--- config.mk ---
export PLATFORM = sky130hd
export DESIGN_NAME = lab4_fetch_ctrl
export DESIGN_NICKNAME = d
export VERILOG_FILES = /design/src/rtl/lab4_fetch_pkg.sv /design/src/rtl/lab4_pc_next.sv /design/src/rtl/lab4_fetch_ctrl.sv
export SDC_FILE = /design/constraint.sdc
export NUM_CORES = 1
export LEC_CHECK = 0
export ABC_AREA = 1
export CORE_MARGIN = 5
export CORE_UTILIZATION = 46
export CTS_CLUSTER_SIZE = 14
export DETAILED_ROUTE_END_ITERATION = 7
export PLACE_DENSITY = 0.8
export RECOVER_POWER = 100
export REMOVE_ABC_BUFFERS = 1
export SLEW_MARGIN = 20
export SYNTH_ARGS = -nofsm -noshare
export SYNTH_HDL_FRONTEND = slang
export SYNTH_SLANG_ARGS = --single-unit
--- constraint.sdc ---
create_clock -name CLK -period 2.5 [get_ports CLK]
set_clock_uncertainty 0.15 [all_clocks]
set_input_delay 0.5 -clock CLK [delete_from_list [all_inputs] [get_ports CLK]]
set_output_delay 0.5 -clock CLK [all_outputs]
set_load 0.02 [all_outputs]
--- src/rtl/lab4_fetch_pkg.sv ---
// Shared types and constants for the lab4 instruction fetch controller.
package lab4_fetch_pkg;

  localparam int PC_W   = 8;
  localparam int INSN_W = 16;

  localparam logic [INSN_W-1:0] DEFAULT_HALT_WORD = 16'h0001;

  typedef enum logic [1:0] {
    IDLE  = 2'd0,
    FETCH = 2'd1,
    HALT  = 2'd2
  } fetch_state_e;

endpackage

--- src/rtl/lab4_pc_next.sv ---
// Next-PC arithmetic: sequential +2 and taken-branch target, each with an
// out-of-range flag used by the optional PC bound check.
module lab4_pc_next
  import lab4_fetch_pkg::*;
(
  input  logic [PC_W-1:0] pc,
  input  logic [PC_W-1:0] ir_pc,
  input  logic [PC_W-1:0] br_off,
  output logic [PC_W-1:0] seq_pc,
  output logic            seq_ovf,
  output logic [PC_W-1:0] br_pc,
  output logic            br_ovf
);

  logic        [PC_W:0]   seq_sum;
  logic signed [PC_W+1:0] br_sum;

  always_comb begin
    seq_sum = {1'b0, pc} + 9'd2;
    // Word offset is sign-extended and doubled into a byte offset; the extra
    // headroom bits expose both underflow (negative) and overflow (>255).
    br_sum  = $signed({2'b00, ir_pc}) + 10'sd2 + $signed({br_off[PC_W-1], br_off, 1'b0});
    seq_pc  = seq_sum[PC_W-1:0];
    seq_ovf = seq_sum[PC_W];
    br_pc   = br_sum[PC_W-1:0];
    br_ovf  = br_sum[PC_W+1] | br_sum[PC_W];
  end

endmodule

--- src/rtl/lab4_fetch_ctrl.sv ---
// Instruction fetch controller: IDLE/FETCH/HALT sequencer with stall, taken
// branch redirect and halt detection. Define PC_BOUND_CHK_EN to fault on PC overflow.
module lab4_fetch_ctrl
  import lab4_fetch_pkg::*;
#(
  parameter logic [PC_W-1:0]   RESET_PC  = 8'h00,
  parameter logic [INSN_W-1:0] HALT_WORD = DEFAULT_HALT_WORD
) (
  input  logic              CLK,
  input  logic              RESET,
  input  logic              START,
  input  logic              STALL,
  input  logic              BR_TAKE,
  input  logic [PC_W-1:0]   BR_OFF,
  input  logic [INSN_W-1:0] IMEM_Q,
  output logic [PC_W-1:0]   IMEM_ADDR,
  output logic [INSN_W-1:0] IR,
  output logic              IR_VALID,
  output logic [PC_W-1:0]   IR_PC,
  output logic              HALTED,
  output logic              FAULT
);

`ifdef PC_BOUND_CHK_EN
  localparam logic BOUND_CHK = 1'b1;
`else
  localparam logic BOUND_CHK = 1'b0;
`endif

  fetch_state_e      state_q, state_d;
  logic [PC_W-1:0]   pc_q, pc_d;
  logic [INSN_W-1:0] ir_q, ir_d;
  logic [PC_W-1:0]   ir_pc_q, ir_pc_d;
  logic              ir_valid_q, ir_valid_d;
  logic              fault_q, fault_d;

  logic [PC_W-1:0]   seq_pc, br_pc;
  logic              seq_ovf, br_ovf;
  logic              bound_hit;

  lab4_pc_next u_pc_next (
    .pc      (pc_q),
    .ir_pc   (ir_pc_q),
    .br_off  (BR_OFF),
    .seq_pc  (seq_pc),
    .seq_ovf (seq_ovf),
    .br_pc   (br_pc),
    .br_ovf  (br_ovf)
  );

  always_comb begin
    state_d    = state_q;
    pc_d       = pc_q;
    ir_d       = ir_q;
    ir_pc_d    = ir_pc_q;
    ir_valid_d = ir_valid_q;
    fault_d    = fault_q;
    bound_hit  = 1'b0;
    unique case (state_q)
      IDLE: begin
        if (START) begin
          state_d = FETCH;
          pc_d    = RESET_PC;
        end
      end
      FETCH: begin
        if (!STALL) begin
          if (BR_TAKE && ir_valid_q) begin
            // Redirect wins over a halt word arriving in the same cycle.
            bound_hit  = BOUND_CHK & br_ovf;
            pc_d       = br_pc;
            ir_valid_d = 1'b0;
          end else begin
            bound_hit  = BOUND_CHK & seq_ovf;
            ir_d       = IMEM_Q;
            ir_pc_d    = pc_q;
            ir_valid_d = 1'b1;
            pc_d       = seq_pc;
            if (IMEM_Q == HALT_WORD) state_d = HALT;
          end
          if (bound_hit) begin
            state_d    = HALT;
            fault_d    = 1'b1;
            ir_valid_d = 1'b0;
            pc_d       = pc_q;
          end
        end
      end
      HALT: begin
        ir_valid_d = 1'b0;
        if (START) begin
          state_d = FETCH;
          pc_d    = RESET_PC;
          fault_d = 1'b0;
        end
      end
      default: state_d = IDLE;
    endcase
  end

  // NOTE: all state, including IR, is reset and updated with non-blocking
  // assignments so every _q samples the pre-edge _d set together.
  always_ff @(posedge CLK or negedge RESET) begin
    if (!RESET) begin
      state_q    <= IDLE;
      pc_q       <= RESET_PC;
      ir_q       <= '0;
      ir_pc_q    <= '0;
      ir_valid_q <= 1'b0;
      fault_q    <= 1'b0;
    end else begin
      state_q    <= state_d;
      pc_q       <= pc_d;
      ir_q       <= ir_d;
      ir_pc_q    <= ir_pc_d;
      ir_valid_q <= ir_valid_d;
      fault_q    <= fault_d;
    end
  end

  assign IMEM_ADDR = pc_q;
  assign IR        = ir_q;
  assign IR_PC     = ir_pc_q;
  assign IR_VALID  = ir_valid_q;
  assign HALTED    = (state_q == HALT);
  assign FAULT     = fault_q;

endmodule

==> results.yml <==
status:
  status: "completed"
grt:
  gr-total-overflow: 0
  grt_max_degree: 37
  grt_antenna_before_repair: 0
  grt_first_pass_wirelength_um: 8107
  grt_pass1_vias: 1792
  track_usage: 0.1897
worst_setup_path:
  startpoint_type: "register"
  worstPathArrival_ns: 1.69
  r2r_end: "IR_PC[3]$_DFFE_PN0P_"
  rr_worst_depth: 6
  reg2reg_from: "state_q[1]$_DFFE_PN0P_"
  cpPeakStageDelay_ns: 0.71
  cp-endpoint: "HALTED"
  crit_chain: "inv_1 -> nor2_1 -> dlygate4sd3_1"
  worstPathRequired_ns: 1.85
  path_max_fanout: 3
  path_class: "register to primary output"
  cp-end-kind: "primary output"
  critPathSlowestCell: "dlygate4sd3_1"
  worst-r2r-setup-slack_ns: 0.47
  critPathLaunch: "state_q[1]$_DFFE_PN0P_"
yosys:
  synth.top_cell.area_share: 0.4615
  synth_area_mm2: 0.001952
  syn_inst: 232
  ys.flop_type: "dfrtp_1"
  synth.largest_area_cell: "dfrtp_1"
  avgSynthCellArea_um2: 8.413
  synth_edf_count: 0
  yosysSeqAreaShare: 0.4615
  synth-seq-cells: 36
  async_flop_share: 1.000
  synth_cell_types: 28
  synth.area.top_cells: "dfrtp_1 (46%), nand2_1 (12%), ha_1 (7.7%)"
  synth_warnings: 0
sta:
  whs_ns: 0.3263
  fmax_mhz: 427.7
  worst_slew_pin_slew_ns: 0.8651
  fin_tns_setup_ns: 0
  maxSlewViolCount: 0
  rsz0062_at_grt: "false"
  setup_viol: 0
  hold_viol_final: 0
  post-route-period-util: 0.9352
  maxSlewHeadroom: 0.4233
  min_period_ns: 2.338
place:
  dp_hpwl_um: 3508
  port_buffers: 62
  place.gp.congestion: 0.8139
  dp_cells: 344
layout:
  area_growth_pct: 39.74
  finalNonFillerCells: 352
  layout.nets: 343
  antennaDiodeCount: 0
  drive_gt1_frac: 0.05960
cts:
  cts_hold_buf: 0
  tritoncts: "yes"
  cts_sinks: 36
  cts_inserted_buffers: 5
  cts_root_buf: "clkbuf_8"
  post_cts_resized: 0
  clk_latency_ns: 0.29
  htree_levels: 2
  post_cts_buffers: 0
  clockBufferDepth: 2
  clk_pin_slew_ns: 0.07
floorplan:
  die-area_mm2: 0.005646
  core-area_mm2: 0.004058
  die_x_um: 75.14
  chipHeight_um: 75.14
  start_util: 0.4810
  std_cell_rows: 23
  ios: 64
power:
  p_per_area_mw_per_mm2: 1052
  leakagePower_nw: 1.374
  ir_drop_mv: 0.6669
drt:
  drtIter0Drc: 62
  num_vias: 1784
  routedWlPerCell_um: 13.28
  drtPass1Iterations: 4
  ant_nets: 0
  wirelength_um: 4675
  via_per_inst: 5.068
  drc: 0
hold_path:
  hold_path.class: "register to register"
run:
  cap_violations: 0
-- critical path: cells and delay by family (launching register included) --
family / cells / cell delay [ns]
DFF: 1 / 0.42
and+or+nand+nor: 1 / 0.20
buffers and inverters: 2 / 0.78
-- layout make-up --
cell class                      instances  area (um^2)
Multi-Input combinational cell        154        863.3
Sequential cell                        36        900.9
Clock buffer                            6        72.57
Fill cell                             334         1330
Timing Repair Buffer                   67        651.9
Tap cell                               50        62.56
Inverter                               37        141.4
Clock inverter                          2        35.03
-- metal layers --
| layer | global-route usage | up-vias | routed length (um) |
|---|---|---|---|
| li1 | - | 885 | - |
| met1 | 0.2273 | 816 | 1805 |
| met2 | 0.3085 | 74 | 2265 |
| met3 | 0.07210 | 9 | 509 |
| met4 | 0.07573 | 0 | 95 |
| met5 | 0 | - | 0 |
-- sequential cells by signal (all words and copies together), names as in the netlist --
signal and flops:
FAULT 1, IR_VALID 1, IR_PC 8, IMEM_ADDR 8, state_q 2, IR 16
-- report_power, final --
| group | switching (mW) | internal (mW) | leakage (nW) |
|---|---|---|---|
| sequential | 0.169 | 0.778 | 0.443 |
| combinational | 0.804 | 0.615 | 0.875 |
| clock | 0.208 | 0.296 | 0.0552 |
| total | 1.18 | 1.69 | 1.37 |
-- stage by stage --
stage	setup WS (ns)	instance area, um^2	utilization	power (mW)
global placement	-0.04360	2645	0.6519	2.429
floorplan	0.4427	1924	-	1.797
global route	0.06527	2728	0.6722	3.116
CTS	0.1976	2753	0.6784	2.995
finish	0.1620	2728	0.6722	2.870
detailed placement	-0.05160	2645	0.6519	2.473
-- layout by cell type, fill, tap and decap left out, drive strengths merged, types with 2 or more instances in the layout --
cell / count
o21ai: 23
nor2: 10
nand2: 64
buf: 3
o22ai: 2
nor3: 4
a21oi: 6
nand4: 4
clkbuf: 8
dlygate4sd3: 39
xor2: 2
nand3: 14
dfrtp: 36
mux2: 5
clkdlybuf4s50: 23
inv: 37
o211ai: 2
ha: 12
-- worst min path at each step --
stage | from | end | slack (ns) | depth (start not counted)
after floorplan | RESET | FAULT$_DFFE_PN0P_ | 0.05 | 0
after global placement | FAULT$_DFFE_PN0P_ | FAULT$_DFFE_PN0P_ | 0.30 | 2
after detailed placement | FAULT$_DFFE_PN0P_ | FAULT$_DFFE_PN0P_ | 0.31 | 2
after CTS | FAULT$_DFFE_PN0P_ | FAULT$_DFFE_PN0P_ | 0.34 | 2
after global routing | IR[8]$_DFFE_PN0P_ | IR[8]$_DFFE_PN0P_ | 0.36 | 2
final | FAULT$_DFFE_PN0P_ | FAULT$_DFFE_PN0P_ | 0.33 | 2
-- synthesized netlist by cell type, types with 2 or more instances --
library cell and instances:
a21oi_1 6, clkbuf_1 3, dfrtp_1 36, ha_1 12, inv_1 35, mux2_2 2, mux2_4 3, nand2_1 62
nand2_4 2, nand3_1 14, nand4_1 4, nor2_1 9, nor3_1 4, o211ai_1 2, o21ai_0 23, o22ai_1 2
xor2_1 2
-- cell families after synthesis --
kind of cell             synth area share
multiplexers                      0.03461
buffers and inverters             0.08654
XOR/XNOR                         0.008976
adder cells (fa/ha/maj)           0.08718
AND/OR/NAND/NOR                    0.2237
AO/OA/AOI/OAI                     0.09743
flip-flops                         0.4615
Power figures use the tool's default switching activity.
